<file path="src/rtl/mem_pkg.sv">
// Shared constants and types for the memory arbiter slice.
package mem_pkg;

  localparam int ADDR_W = 24;
  localparam int DATA_W = 16;

  typedef enum logic {
    IDLE = 1'b0,
    BUSY = 1'b1
  } arb_state_t;

  // Successor of a client index, wrapping n-1 -> 0.
  function automatic int next_idx(input int idx, input int n);
    return (idx + 1 >= n) ? 0 : idx + 1;
  endfunction

endpackage

</file>
<file path="src/rtl/rr_pick.sv">
// Round-robin selector: first requesting index at or above ptr, wrapping to 0.
module rr_pick #(
  parameter int N  = 4,
  parameter int PW = 2
) (
  input  logic [N-1:0]  req,
  input  logic [PW-1:0] ptr,
  output logic          valid,
  output logic [PW-1:0] idx
);

  localparam int SW = PW + 1;

  logic [N-1:0]  rot;
  logic [SW-1:0] sum;

  always_comb begin
    // NOTE: every combinational output gets a default first so no path can infer a latch.
    rot   = N'({req, req} >> ptr);
    valid = |rot;
    sum   = '0;
    // Walk downwards so the lowest offset from ptr is the one that sticks.
    for (int i = N - 1; i >= 0; i--) begin
      if (rot[i]) sum = SW'(i) + {1'b0, ptr};
    end
    if (sum >= SW'(N)) sum = sum - SW'(N);
    idx = sum[PW-1:0];
  end

endmodule

</file>
<file path="src/rtl/mem_arbiter.sv">
// Round-robin arbiter sharing one request/ack memory port among N clients;
// one transaction in flight, command latched on grant and held until mem_ack.
module mem_arbiter
  import mem_pkg::*;
#(
  parameter int AN = ADDR_W,
  parameter int DN = DATA_W,
  parameter int N  = 4
) (
  input  logic                 clkSYS,
  input  logic                 n_reset,
  input  logic [N-1:0][AN-1:0] addr,
  input  logic [N-1:0][DN-1:0] data,
  input  logic [N-1:0]         req,
  input  logic [N-1:0]         wr,
  output logic [N-1:0]         ack,
  output logic [DN-1:0]        rdata,
  output logic [AN-1:0]        mem_addr,
  output logic [DN-1:0]        mem_data,
  output logic                 mem_req,
  output logic                 mem_wr,
  input  logic                 mem_ack,
  input  logic [DN-1:0]        mem_rdata
);

  localparam int PW = (N > 1) ? $clog2(N) : 1;

  arb_state_t    state;
  logic [PW-1:0] ptr;
  logic [PW-1:0] g;
  logic          pick_valid;
  logic [PW-1:0] pick_idx;

  rr_pick #(
    .N  (N),
    .PW (PW)
  ) u_pick (
    .req   (req),
    .ptr   (ptr),
    .valid (pick_valid),
    .idx   (pick_idx)
  );

  always_ff @(posedge clkSYS or negedge n_reset) begin
    if (!n_reset) begin
      state    <= IDLE;
      ptr      <= '0;
      g        <= '0;
      mem_addr <= '0;
      mem_data <= '0;
      mem_wr   <= 1'b0;
    end else begin
      // NOTE: non-blocking assignments so every flop samples pre-edge values.
      case (state)
        IDLE: begin
          if (pick_valid) begin
            state    <= BUSY;
            g        <= pick_idx;
            mem_addr <= addr[pick_idx];
            mem_data <= data[pick_idx];
            mem_wr   <= wr[pick_idx];
          end
        end
        BUSY: begin
          // The granted client's req is ignored here, so a dropped req still completes.
          if (mem_ack) begin
            state <= IDLE;
            ptr   <= PW'(next_idx(int'(g), N));
          end
        end
        default: state <= IDLE;
      endcase
    end
  end

  // A direct decode of the state flop, so it falls with the async reset.
  assign mem_req = (state == BUSY);
  assign rdata   = mem_rdata;

  always_comb begin
    ack = '0;
    if (state == BUSY && mem_ack) ack[g] = 1'b1;
  end

endmodule

</file>
<file path="config.mk">
export PLATFORM = sky130hd
export DESIGN_NAME = mem_arbiter
export DESIGN_NICKNAME = d
export VERILOG_FILES = /design/src/rtl/mem_pkg.sv /design/src/rtl/rr_pick.sv /design/src/rtl/mem_arbiter.sv
export SDC_FILE = /design/constraint.sdc
export NUM_CORES = 1
export LEC_CHECK = 0
export CAP_MARGIN = 30
export CELL_PAD_IN_SITES_DETAIL_PLACEMENT = 0
export CELL_PAD_IN_SITES_GLOBAL_PLACEMENT = 2
export CORE_AREA = 5 5 130 132
export CTS_BUF_LIST = sky130_fd_sc_hd__clkbuf_8 sky130_fd_sc_hd__clkbuf_16
export DETAILED_ROUTE_END_ITERATION = 8
export DIE_AREA = 0 0 135 137
export PLACE_DENSITY_LB_ADDON = 0.3
export SETUP_SLACK_MARGIN = 0.5
export SLEW_MARGIN = 20
export SYNTH_ARGS = -nofsm -noshare
export SYNTH_HDL_FRONTEND = slang
export SYNTH_HIERARCHICAL = 1
export SYNTH_SLANG_ARGS = --single-unit
</file>
<file path="constraint.sdc">
create_clock -name clkSYS -period 6.03 [get_ports clkSYS]
set_input_delay 1.206 -clock clkSYS [delete_from_list [all_inputs] [get_ports clkSYS]]
set_output_delay 1.206 -clock clkSYS [all_outputs]
set_load 0.03 [all_outputs]
</file>
==> out/qor.txt, run 1 <==
Final Net Count = 582
Place WS = 2.11 ns
Share of layout cells above drive strength 1 = 25.8%
Die footprint = 18500 um^2
Synth area leaders = dfrtp_1 36%, mux4_2 28%, mux2_4 18%
Cts bufs inserted = 5
RSZ-0062 raised after global routing = false
Non-filler instance count after layout = 608
Core Box Area = 15600 um^2
Critical Path RT = 4.82 ns
# port buffers = 216
Async set or reset register ratio after synthesis = 100%
Vias/cell = 4.10
Final RePlAce weighted congestion = 0.691
CP Capture Type = primary output
TNS Setup = 0 ns
Total gr overflow = 0
Antenna diodes = 0
Design Power = 2520 uW
Launch point of the worst reg-to-reg path = ptr[1]
Crit Path Category = in2out
DR WL/cell = 17.8 um
Comb power frac = 65.1%
Total Wirelength = 10.8 mm
EDFF count, synth = 0
Largest fanout on the critical path = 6
H-tree Lvls = 2
Period utilisation layout = 63.1%
CP Launch Type = input pin
GRT Overall Usage = 11.4%
Syn Std Cell Area = 3180 um^2
Synth Instances = 194
Hold crit path type = reg2reg
Finish-stage setup viols = 0
Vias in the first global route = 2800
Post-synth top cells = 46 x dfrtp_1, 39 x mux2_4, 39 x mux4_2, 16 x buf_4
Clk buf depth = 2
YS warnings = 6
Initial DRC count = 50
Initial cell density of the core = 20.4%
Pwr dens = 452 nW/um^2
F_max = 263 MHz
Worst EP arrival = 2.60 ns
Hold Vio Cnt, Final = 0
Die X-Extent = 135 um
Min Tclk post-route = 3.81 ns
Worst Slack Setup Final = 2.22 ns
Ys flop type = dfrtp_1
Drt drc = 0
Slew HR = 44.7%
Max_cap viols = 0
Syn Nets = 385
Post CTS Setup Buffer Count = 0
Placed inst area = 5420 um^2
Sequential share of the synthesized area = 36.2%
Peak VDD IR = 0.000298 V
Post-route ant nets = 0
Root Driver = clkbuf_16
CTS tree = done
#FFs+latches synth = 46
Hold-fix buffers at CTS = 0
Rows = 46
Leakage power = 0.00221 uW
Clk_lat worst skew = 0.30 ns
Slew Limit Fails = 0
Post-CTS sizing = 0
Seq pwr share = 22.8%
Die height = 137 um
Distinct cells, synth = 23
P_int = 1560 uW
Sink Count = 46
Design area = 5580 um^2
Switching pwr = 961 uW
Cell with the most instances after synthesis = dfrtp_1
Share of the synthesized area in the top cell type = 36.2%
Hold Crit Start = mem_addr[22]
Drt first pass iters = 4
Via count = 2490
Worst setup startpoint = mem_ack
Outcome = finished clean
Clock skew = 0.00716 ns
Area leader, netlist = dfrtp_1
Clock slew at reported path FFs = 0.06 ns
Largest net degree at the start of global routing = 47
Worst slew pin tran = 0.827 ns
Initial antenna violation count = 0
HPWL after DPL = 8.32 mm
Global-route wire length before repair = 16.1 mm
Layout area overhead = 75.3%
Syn Area/Cell = 16.4 um^2
Clk pwr share = 12.1%
Placed Cells = 600
Switching share of total power = 38.1%
I/O pins = 249
==> power groups by stage <==
stage	combinational [uW]	sequential (uW)	clock [uW]
after floorplan	880	855	0
after global placement	1670	576	0
after detailed placement	1680	578	0
after CTS	1680	578	320
after global routing	1740	601	334
final	1640	576	306
==> sequential cells by signal, indices dropped and copies added (netlist names) <==
| signal | count |
|---|---|
| mem_req | 1 |
| mem_data | 16 |
| ptr | 2 |
| g | 2 |
| mem_wr | 1 |
| mem_addr | 24 |
==> worst max-delay path, cell delays in order <==
cell and delay (ns):
clkdlybuf4s50_1 0.54, and3_1 0.18, clkdlybuf4s50_1 0.67
==> metrics by stage <==
stage | hold slack (ns) | util, %
global placement | 0.492 | 34.7
global route | 0.528 | 35.8
floorplan | 0.516 | -
CTS | 0.513 | 35.8
finish | 0.510 | 35.8
detailed placement | 0.491 | 34.7
==> routing by layer <==
metal	wire (um)	vias to the layer above	track usage (%)	part of all wire [%]
met5	0	-	0	0
li1	-	1131	-	-
met2	5570	108	19.7	51
met3	878	13	3.97	8.1
met1	4270	1238	13.7	39
met4	119	0	2.69	1.1
==> cell type report <==
| class | instances | area (um^2) |
|---|---|---|
| fill | 1531 | 10000 |
| timing repair buffer | 221 | 2190 |
| multi-input combinational | 109 | 1770 |
| sequential | 46 | 1150 |
| tap | 216 | 270 |
| clock buffer | 7 | 153 |
| inverter | 8 | 30.0 |
| clock inverter | 1 | 8.76 |
==> worst paths after layout <==
kind	end	slack [ns]	cells past startpoint
min in group asynchronous	mem_addr[10]	1.01	2
setup / recovery	ack[0]	2.22	3
hold / removal	mem_addr[22]	0.51	1
hold reg to reg	mem_addr[22]	0.51	1
setup reg to reg	mem_addr[18]	3.49	6
max in group asynchronous	mem_data[0]	4.58	2
==> cell usage in the layout (no fill, tap or decap), types with 2 or more instances in the layout <==
master           count
a21oi_1              2
a21oi_4              2
and3_1               4
buf_4                5
clkbuf_16            5
clkbuf_8             2
clkdlybuf4s50_1    215
dfrtp_1             46
ha_1                 4
inv_1                8
mux2_2               6
mux2_4              39
mux4_1               2
mux4_2              39
nand2b_1             2
nor2_1               2
==> logic make-up (layout without fill, tap and decap cells) <==
logic type	after synthesis	count (layout)	share of synthesized area [%]
AO/OA/AOI/OAI	8	8	1.53
AND/OR/NAND/NOR	11	11	1.89
flip-flops	46	46	36.2
adder cells (fa/ha/maj)	4	4	1.57
multiplexers	86	86	49.8
buffers and inverters	39	237	9.08
No activity file was read; power rests on OpenSTA's default activity.
==> inputs of run 2 (changes only) <==
CORE_AREA = 5 5 139 141   (was 5 5 130 132)
DIE_AREA = 0 0 144 146   (was 0 0 135 137)
clock period = 3.35 ns   (was 6.03 ns; I/O delays follow)
==> run 2 against run 1 <==
Sequential share of layout area shrank 0.22 points. First-iteration DRC count shrank 22%. Non-clock buffer count grew 2. Sequential cell count is the same. Worst hold slack lost 0.097 ns. Combinational power grew 87%. Die area grew 14%. Via count is essentially flat. Critical path depth grew 4.
==> out/qor.txt, run 2 (synthesis gave the netlist of run 1 again) <==
Total gr overflow = 0
Largest Register = mem_addr
Final RePlAce weighted congestion = 0.704
Die height = 146 um
I/O pins = 249
Hold slack = 0.413 ns
Vias/cell = 4.01
# port buffers = 216
Worst EP arrival = 2.94 ns
Vias in the first global route = 2913
Total Wirelength = 11.5 mm
Slew HR = 53.4%
Share of layout cells above drive strength 1 = 26.0%
Hold crit path type = in2async
Post-route ant nets = 0
Post-CTS sizing = 0
Max_cap viols = 0
Peak VDD IR = 0.000404 V
Largest fanout on the critical path = 13
Clock skew = 0.00419 ns
Top Registers = mem_addr (24), mem_data (16)
Via count = 2492
Commonest non-fill, non-tap cells in the layout = 215 x clkdlybuf4s50_1, 46 x dfrtp_1, 39 x mux4_2, 39 x mux2_4, 8 x inv_1
Leakage power = 0.00223 uW
Layout area overhead = 77.2%
Die X-Extent = 144 um
Placed inst area = 5480 um^2
Period utilisation layout = 82.4%
Sink Count = 46
Initial DRC count = 39
Design area = 5640 um^2
Drt first pass iters = 4
Root Driver = clkbuf_16
Post CTS Setup Buffer Count = 0
Hold Vio Cnt, Final = 0
Commonest non-fill, non-tap cell in the layout = clkdlybuf4s50_1
Clock slew at reported path FFs = 0.07 ns
CP Capture Type = flip-flop
Rows = 49
F_max = 362 MHz
HPWL after DPL = 8.98 mm
Min Tclk post-route = 2.76 ns
TNS Setup = 0 ns
Clk_lat worst skew = 0.30 ns
Drt drc = 0
Cts bufs inserted = 5
Die footprint = 21000 um^2
Clk buf depth = 2
GRT Overall Usage = 10.6%
Critical Path RT = 3.53 ns
Design Power = 4590 uW
Max reg flops = 24
CTS tree = done
Antenna diodes = 0
Slew Limit Fails = 0
DR WL/cell = 18.5 um
Largest net degree at the start of global routing = 43
Pwr dens = 814 nW/um^2
Initial antenna violation count = 0
Outcome = finished clean
Final Net Count = 584
Initial cell density of the core = 17.8%
Finish-stage setup viols = 0
Hold-fix buffers at CTS = 0
Crit Path Category = in2reg
H-tree Lvls = 2
Global-route wire length before repair = 17.0 mm
CP Launch Type = input pin
RSZ-0062 raised after global routing = false
Core Box Area = 17800 um^2
Worst slew pin tran = 0.700 ns
-- run 2: cell count changes in the layout (fill, tap and decap cells not counted), sizes merged --
cell,before,now
buf,6,7
clkbuf,7,6
clkinv,1,2
-- run 2: worst max-delay path: stages --
cell             delay [ns]
clkdlybuf4s50_1        0.49
inv_1                  0.06
a221o_1                0.35
a21oi_4                0.29
buf_12                 0.22
mux4_1                 0.57
mux2_2                 0.27
-- run 2: report_power, final --
group	switching (uW)	internal, uW
Clock	220	270
Sequential	191	849
Combinational	1350	1720
-- run 2: final timing paths --
path                              from            to  slack [ns]  cells past startpoint
max in group asynchronous      n_reset   mem_data[8]        2.16                      2
hold / removal                 n_reset   mem_addr[4]        0.41                      1
hold reg to reg            mem_addr[7]   mem_addr[7]        0.51                      1
setup reg to reg                ptr[0]  mem_addr[22]        1.08                      6
min in group clkSYS        mem_addr[7]   mem_addr[7]        0.51                      1
setup / recovery                req[1]  mem_addr[22]        0.59                      7
-- run 2: layout make-up --
| class | count | area, um^2 |
|---|---|---|
| fill | 1760 | 12200 |
| inverter | 8 | 30.0 |
| clock buffer | 5 | 125 |
| timing repair buffer | 223 | 2260 |
| clock inverter | 2 | 10.0 |
| tap | 229 | 287 |
| sequential | 46 | 1150 |
| multi-input combinational | 109 | 1770 |
-- run 2: routing by layer --
metal	share of wire, %	up-vias	global-route usage (%)
met1	39	1243	12.0
li1	-	1133	-
met2	53	101	19.4
met5	0	-	0
met4	1.3	0	3.06
met3	6.8	15	2.63
-- run 2: per-stage QoR --
step / utilization [%] / instances / setup slack, ns
after floorplan: - / 194 / 1.01
after global placement: 30.7 / 614 / 0.309
after detailed placement: 30.7 / 614 / 0.248
after CTS: 31.5 / 621 / 0.563
after global routing: 31.6 / 622 / 0.504
final: 31.6 / 622 / 0.589
==> inputs of run 3 (changes only) <==
clock period = 2.5 ns   (was 3.35 ns; I/O delays follow)
==> run 3 against run 2 <==
Sequential share of layout area decreased by 0.97 points. Combinational power increased by 48%. Clock-buffer cell count increased by 1. Worst setup slack got worse by 0.37 ns. Cell count increased by 3.1%. Die area unchanged. First-iteration DRC count increased by 72%. Worst hold slack got worse by 0.40 ns. Register-to-register slack got worse by 0.83 ns. Critical path depth increased by 2. Clock skew increased by 0.00088 ns.
==> out/qor.txt, run 3 (synthesis gave the netlist of run 1 again) <==
Share of layout cells above drive strength 1 = 31.6%
Clock skew = 0.00506 ns
H-tree Lvls = 2
Commonest non-fill, non-tap cells in the layout = 205 x clkdlybuf4s50_1, 46 x dfrtp_1, 41 x mux4_2
Min Tclk post-route = 2.28 ns
Launch point of the worst reg-to-reg path = ptr[0]
Via count = 2609
F_max = 438 MHz
CTS tree = done
Period utilisation layout = 91.3%
Pwr dens = 1120 nW/um^2
Total Wirelength = 11.9 mm
Largest Register = mem_addr
Slew HR = 75.5%
Rows = 49
Drt drc = 0
Clk buf depth = 2
Worst Slack Setup Final = 0.218 ns
Leakage power = 0.00239 uW
Global-route wire length before repair = 17.3 mm
Placed inst area = 5570 um^2
Antenna diodes = 0
Commonest non-fill, non-tap cell in the layout = clkdlybuf4s50_1
Largest net degree at the start of global routing = 27
Max reg flops = 24
Design area = 5920 um^2
# port buffers = 216
Crit Path Category = in2reg
Core Box Area = 17800 um^2
HPWL after DPL = 9.06 mm
Hold slack = 0.0154 ns
Die X-Extent = 144 um
Die footprint = 21000 um^2
Slew Limit Fails = 0
Outcome = finished clean
Total gr overflow = 0
Drt first pass iters = 4
Worst R2R Path Depth = 8
CP Launch Type = input pin
Place WS = -0.352 ns
Peak VDD IR = 0.000458 V
DR WL/cell = 18.6 um
Largest fanout on the critical path = 7
Critical Path RT = 2.68 ns
Final RePlAce weighted congestion = 0.701
Finish-stage setup viols = 0
Clock slew at reported path FFs = 0.07 ns
Hold crit path type = in2async
Filler Cell Count = 1726
Layout area overhead = 86.0%
Sink Count = 46
Cts bufs inserted = 5
Root Driver = clkbuf_16
Worst EP arrival = 2.46 ns
Die height = 146 um
Hold Vio Cnt, Final = 0
RSZ-0062 raised after global routing = true
Top Registers = mem_addr (24), mem_data (16)
Initial cell density of the core = 17.8%
R2r setup slk = 0.25 ns
Clk_lat worst skew = 0.29 ns
I/O pins = 249
Vias in the first global route = 2990
Area of the multi-input gates = 1780 um^2
Post-route ant nets = 0
Worst setup startpoint = req[1]
Final Net Count = 602
Max_cap viols = 0
Worst slew pin tran = 0.367 ns
Capturing point of the worst reg2reg path = mem_data[1]
GRT Overall Usage = 10.9%
CP Capture Type = flip-flop
Storage cell area = 1150 um^2
Setup crit end = mem_data[1]
Initial DRC count = 67
Vias/cell = 4.07
Initial antenna violation count = 0
[run 3: cell count changes in the layout (fill, tap and decap cells not counted), moves of 4 or more]
cell / previous run / this run
dlygate4sd2_1: 0 / 4
clkdlybuf4s50_1: 215 / 205
buf_2: 1 / 5
buf_4: 3 / 11
buf_16: 0 / 5
buf_12: 3 / 8
[run 3: worst min-delay path by stage]
stage	startpoint	endpoint	slack [ns]
2_1_floorplan	n_reset	g[0]	0.20
3_3_place_gp	n_reset	mem_addr[4]	0.33
3_5_place_dp	n_reset	mem_addr[9]	0.33
4_1_cts	n_reset	mem_addr[9]	0.007
5_1_grt	n_reset	mem_addr[9]	0.01
6_report	n_reset	mem_addr[9]	0.02
[run 3: power breakdown]
group | switching [uW] | internal, uW | total (uW)
clock network | 302 | 397 | 699
registers | 269 | 1140 | 1410
logic | 1910 | 2630 | 4540
total | 2480 | 4160 | 6640
[run 3: area by class of cell]
class / instances / area share (%)
timing repair buffer: 241 / 42.7
multi-input combinational: 109 / 30.0
sequential: 46 / 19.4
tap: 229 / 4.84
clock buffer: 6 / 2.35
inverter: 8 / 0.507
clock inverter: 2 / 0.211
[run 3: repair_timing]
item                                    4_1_cts  5_1_grt
pin swaps                                     2        1
buffers inserted                              6        1
endpoints found under the setup margin       46       45
resized for setup                            35        3
gates cloned                                  4        0
hold buffers                                  0        0
[run 3: critical path, cell delays in order]
cell and delay [ns]:
clkdlybuf4s15_1 0.20, inv_2 0.05, a221o_1 0.37, a21oi_4 0.18, buf_12 0.16, buf_12 0.10
buf_16 0.13, mux4_2 0.50, mux2_4 0.27
[run 3: through the flow]
stage	util [%]	setup TNS (ns)	std cells	total power (uW)
5_1_grt	33.2	0	641	7030
3_3_place_gp	31.2	-11.22	622	5570
4_1_cts	33.2	0	640	6780
6_report	33.2	0	641	6640
3_5_place_dp	31.2	-11.73	622	5600
2_1_floorplan	-	0	194	4190
[run 3: layer usage]
layer	part of all wire [%]	vias to the layer above	GRT usage (%)
li1	-	1173	-
met1	38	1301	12.5
met2	52	114	19.4
met3	7.6	21	3.02
met4	2.1	0	3.34
met5	0	-	0
